## src/rtl/uart_rx.sv

```systemverilog
// uart_rx: 8N1 serial receiver, LSB first, idle-high line.
// The line is oversampled at CLKS_PER_BIT system clocks per bit; each bit is
// sampled at mid-bit and a good byte is presented with a one-cycle strobe.
module uart_rx #(
    parameter int CLKS_PER_BIT = 87
) (
    input  logic       i_clk,
    input  logic       i_rst,
    input  logic       i_rx_serial,
    output logic       o_rx_dv,
    output logic [7:0] o_rx_byte
);

    localparam int CNT_W = $clog2(CLKS_PER_BIT);
    localparam logic [CNT_W-1:0] HALF_CNT = CNT_W'((CLKS_PER_BIT - 1) / 2);
    localparam logic [CNT_W-1:0] LAST_CNT = CNT_W'(CLKS_PER_BIT - 1);

    typedef enum logic [2:0] {
        IDLE,
        START,
        DATA,
        STOP,
        CLEANUP
    } state_t;

    state_t           state_q,   state_d;
    logic [CNT_W-1:0] clk_cnt_q, clk_cnt_d;
    logic [2:0]       bit_idx_q, bit_idx_d;
    logic [7:0]       shift_q,   shift_d;
    logic [7:0]       rx_byte_q, rx_byte_d;
    logic             rx_dv_q,   rx_dv_d;
    logic [1:0]       sync_q;
    logic             rx_s;

    // Two-flop synchronizer for the asynchronous serial line; resets to idle (1).
    always_ff @(posedge i_clk or posedge i_rst) begin
        if (i_rst) begin
            sync_q <= 2'b11;
        end else begin
            // NOTE: non-blocking assignments let every flop sample the old value,
            // so the two stages really are two cycles deep.
            sync_q <= {sync_q[0], i_rx_serial};
        end
    end

    assign rx_s = sync_q[1];

    // State, counters, shift register and output registers.
    always_ff @(posedge i_clk or posedge i_rst) begin
        if (i_rst) begin
            state_q   <= IDLE;
            clk_cnt_q <= '0;
            bit_idx_q <= '0;
            shift_q   <= '0;
            rx_byte_q <= '0;
            rx_dv_q   <= 1'b0;
        end else begin
            state_q   <= state_d;
            clk_cnt_q <= clk_cnt_d;
            bit_idx_q <= bit_idx_d;
            shift_q   <= shift_d;
            rx_byte_q <= rx_byte_d;
            rx_dv_q   <= rx_dv_d;
        end
    end

    // Next-state logic: start-bit qualification, mid-bit data sampling, stop check.
    always_comb begin
        // NOTE: every signal gets a default before the case so no path leaves
        // one unassigned, which would otherwise infer a latch.
        state_d   = state_q;
        clk_cnt_d = clk_cnt_q;
        bit_idx_d = bit_idx_q;
        shift_d   = shift_q;
        rx_byte_d = rx_byte_q;
        rx_dv_d   = 1'b0;

        unique case (state_q)
            IDLE: begin
                clk_cnt_d = '0;
                bit_idx_d = '0;
                if (!rx_s) begin
                    state_d = START;
                end
            end

            START: begin
                if (clk_cnt_q == HALF_CNT) begin
                    clk_cnt_d = '0;
                    // Line back high at mid start bit means it was only a glitch.
                    state_d   = rx_s ? IDLE : DATA;
                end else begin
                    clk_cnt_d = clk_cnt_q + 1'b1;
                end
            end

            DATA: begin
                if (clk_cnt_q == LAST_CNT) begin
                    clk_cnt_d          = '0;
                    shift_d[bit_idx_q] = rx_s;
                    if (bit_idx_q == 3'd7) begin
                        bit_idx_d = '0;
                        state_d   = STOP;
                    end else begin
                        bit_idx_d = bit_idx_q + 1'b1;
                    end
                end else begin
                    clk_cnt_d = clk_cnt_q + 1'b1;
                end
            end

            STOP: begin
                if (clk_cnt_q == LAST_CNT) begin
                    clk_cnt_d = '0;
                    // A low stop bit is a framing error: drop the byte silently.
                    if (rx_s) begin
                        rx_byte_d = shift_q;
                        rx_dv_d   = 1'b1;
                    end
                    state_d = CLEANUP;
                end else begin
                    clk_cnt_d = clk_cnt_q + 1'b1;
                end
            end

            CLEANUP: begin
                state_d = IDLE;
            end

            default: begin
                state_d = IDLE;
            end
        endcase
    end

    assign o_rx_dv   = rx_dv_q;
    assign o_rx_byte = rx_byte_q;

endmodule

```

## config.mk

```make
export PLATFORM = sky130hd
export DESIGN_NAME = uart_rx
export DESIGN_NICKNAME = d
export VERILOG_FILES = /design/src/rtl/uart_rx.sv
export SDC_FILE = /design/constraint.sdc
export NUM_CORES = 1
export LEC_CHECK = 0
export ABC_AREA = 1
export CORE_ASPECT_RATIO = 0.7
export CORE_UTILIZATION = 66
export DETAILED_ROUTE_END_ITERATION = 8
export DONT_BUFFER_PORTS = 1
export GPL_TIMING_DRIVEN = 0
export PLACE_DENSITY = 0.87
export SLEW_MARGIN = 10
export SYNTH_ARGS = -nofsm -noshare
export SYNTH_HDL_FRONTEND = slang
export SYNTH_SLANG_ARGS = --single-unit
```

## constraint.sdc

```tcl
create_clock -name i_clk -period 2.2 [get_ports i_clk]
set_input_delay 0.55 -clock i_clk [delete_from_list [all_inputs] [get_ports i_clk]]
set_output_delay 0.55 -clock i_clk [all_outputs]
set_load 0.05 [all_outputs]
```

==> flow_summary.ini <==
[yosys]
yosysSeqAreaShare = 0.492
synth-edff-count = 0
avgSynthCellArea_sq_um = 8.16
synth_area_leader_cell = dfrtp_1
synth_area_sq_um = 1630
synthCells = 200
yosysUniqueCellTypes = 19
synth.net_count = 207
ys_seq_elements = 32
synth.most_common_cell = nand2_1
ys_top_cells_by_count = nand2_1, dfrtp_1, inv_1, nand3_1, nor2_1
synthTopCellsByArea = dfrtp_1, nand2_1, nand3_1
yosys.area.top_type_share = 0.460
ys_warn_count = 0
async_flop_share = 1.00
synthFlopType = dfrtp_1

[critical_path]
worstSetupPathType = flip-flop to flip-flop
startpoint_type = flip-flop
arrival_ns = 1.84
worst_ep_required_time_ns = 2.44
r2r-start = clk_cnt_q[0]$_DFFE_PP0P_
critical_path.max_fanout = 8
r2r_cells = 9
worstSetupStartpoint = clk_cnt_q[0]$_DFFE_PP0P_
critPathCaptureType = flip-flop

[timing]
fin_tns_setup_ns = 0
rsz0062_at_grt = no
setup_violations = 0
fin_crit_ns = 1.60
clock.fmax_ghz = 0.625
setup_ws_ns = 0.599
hold_viol_final = 0
tightest_slew_ns = 0.655
final_min_period_over_clock_period = 0.728
drv_slew = 0
finClkSkew_ns = 0.0109
slew_headroom = 0.563

[power]
irDropWorstVdd_mv = 0.868
sw_frac_of_total = 0.345
p_sw_uw = 519
total_power_mw = 1.50
p_comb_frac = 0.247
p_leak_nw = 0.961
pwr-share-seq = 0.463
p_int_uw = 986
powerDensity_nw_per_um2 = 861
clockPowerShare = 0.290

[floorplanning]
floorplan.initialDensity = 0.728
io_pins = 12
die_h_microns = 43.6
die-width_microns = 61.4
die_area_sq_um = 2680
rows = 14
core_area_sq_um = 2240

[global_routing]
grt_first_pass_wirelength_microns = 5280
overflow = 0
grt_antenna_before_repair = 0
grt_pass1_vias = 1197
grt_max_degree = 33
grt_use_total = 0.293

[cells_and_area]
final_cells = 240
n_antenna_cell = 0
fill_cells = 161
nNetsFinal = 214
syn_to_final_growth_pct = 7.13
drive_gt1_frac = 0.135
final_area_sq_um = 1750

[placed_design]
place_inst = 232
post-dp-hpwl_microns = 2270
place_ws_ns = 0.627
place.gp.congestion = 0.904
numPortBuffers = 0
placed_area_sq_um = 1670

[hold_path]
min_path_type = input pin to asynchronous set/reset pin

[clock_tree]
cts.sinks = 32
ctsResizeCount = 0
htreeDepth = 2
cts_buffers = 5
clock_path_buffers = 2
cts-hold-fix-buffers = 0
clock_latency_ns = 0.35
path_clk_slew_ns = 0.10
cts_tree = done
clock-root-buffer = clkbuf_4
postCtsSetupRepairBufs = 0

[detailed_routing]
routed_wl_microns = 3190
drt_iter0_drc = 82
viasPerCell = 5.44
ant_nets = 0
first_pass_iters = 4
drc = 0
post_drt_wl_per_cell_microns = 13.3
via_count = 1305

[run_status]
status = finished, final reports clean

[flow_run]
maxCapViolations = 0
final timing paths:
check	endpoint	slack, ns
max	o_rx_byte[2]$_DFFE_PP0P_	0.60
min	o_rx_byte[0]$_DFFE_PP0P_	0.16
max reg2reg	o_rx_byte[2]$_DFFE_PP0P_	0.60
min reg2reg	sync_q[1]$_DFF_PP1_	0.37
max in group asynchronous	bit_idx_q[0]$_DFFE_PP0P_	1.60
min in group i_clk	sync_q[0]$_DFF_PP1_	0.20
sequential cells by signal (all words and copies together), names as in the netlist:
signal,flops
state_q,3
sync_q,2
clk_cnt_q,7
o_rx_dv,1
o_rx_byte,8
bit_idx_q,3
shift_q,8
area by class of cell:
| cell class | count | area [sq um] | share of cell area |
|---|---|---|---|
| sequential | 32 | 803 | 0.460 |
| clock inverter | 2 | 35.0 | 0.0200 |
| tap | 32 | 40.0 | 0.0229 |
| clock buffer | 6 | 41.3 | 0.0236 |
| multi-input combinational | 138 | 698 | 0.399 |
| buffer | 4 | 32.5 | 0.0186 |
| inverter | 26 | 97.6 | 0.0558 |
logic make-up (layout without fill, tap and decap cells):
group / Yosys count / after routing / share of synthesized area
xor gates and xnor gates: 2 / 2 / 0.0107
DFF: 32 / 32 / 0.492
AOI/OAI and AO/OA: 3 / 3 / 0.00920
buffers and inverters: 30 / 38 / 0.0798
adders and majority gates: 4 / 4 / 0.0307
and+or+nand+nor: 129 / 129 / 0.377
power by group through the flow:
stage | logic, mW | clock network (mW) | registers (mW)
3_5_place_dp | 0.361 | 0 | 0.706
5_1_grt | 0.420 | 0.474 | 0.703
6_report | 0.371 | 0.437 | 0.697
4_1_cts | 0.367 | 0.446 | 0.696
3_3_place_gp | 0.338 | 0 | 0.701
2_1_floorplan | 0.290 | 0 | 0.693
per-stage QoR:
| stage | hold slack, ns | util |
|---|---|---|
| finish | 0.162 | 0.780 |
| global route | 0.173 | 0.780 |
| CTS | 0.189 | 0.780 |
| detailed placement | 0.351 | 0.746 |
| global placement | 0.350 | 0.746 |
| floorplan | 0.345 | - |
critical path, stage by stage, from the launching register on:
cell and delay, ns:
dfrtp_1 0.40, inv_1 0.12, ha_1 0.19, nand2_1 0.05, inv_1 0.08, nand3_4 0.12, nor2_1 0.10, nand2_1 0.20
nand2_1 0.12, nand2_1 0.08
per-layer routing:
layer / wire length [microns] / share of wire / global-route usage / up-vias
met4: 85 / 0.027 / 0.129 / 0
met2: 1480 / 0.46 / 0.448 / 40
met5: 0 / 0 / 0 / -
met1: 1410 / 0.44 / 0.370 / 605
met3: 216 / 0.068 / 0.116 / 9
li1: - / - / - / 651
placed cells by master (no fill, tap or decap):
master     instances
inv_2              6
dfstp_2            2
o21ai_1            1
nand3_1           19
dfrtp_1           30
nand3_4            2
o21ai_0            2
nor3_4             1
nand2_1           73
clkbuf_1           1
nor2_1            15
ha_1               4
nand2_2            2
inv_1             19
buf_6              2
nand4_1           13
clkinv_2           1
nor2_4             4
clkinv_1           1
xor2_1             2
clkbuf_4           5
buf_2              2
bufinv_16          1
No activity file was read; power rests on OpenSTA's default activity.
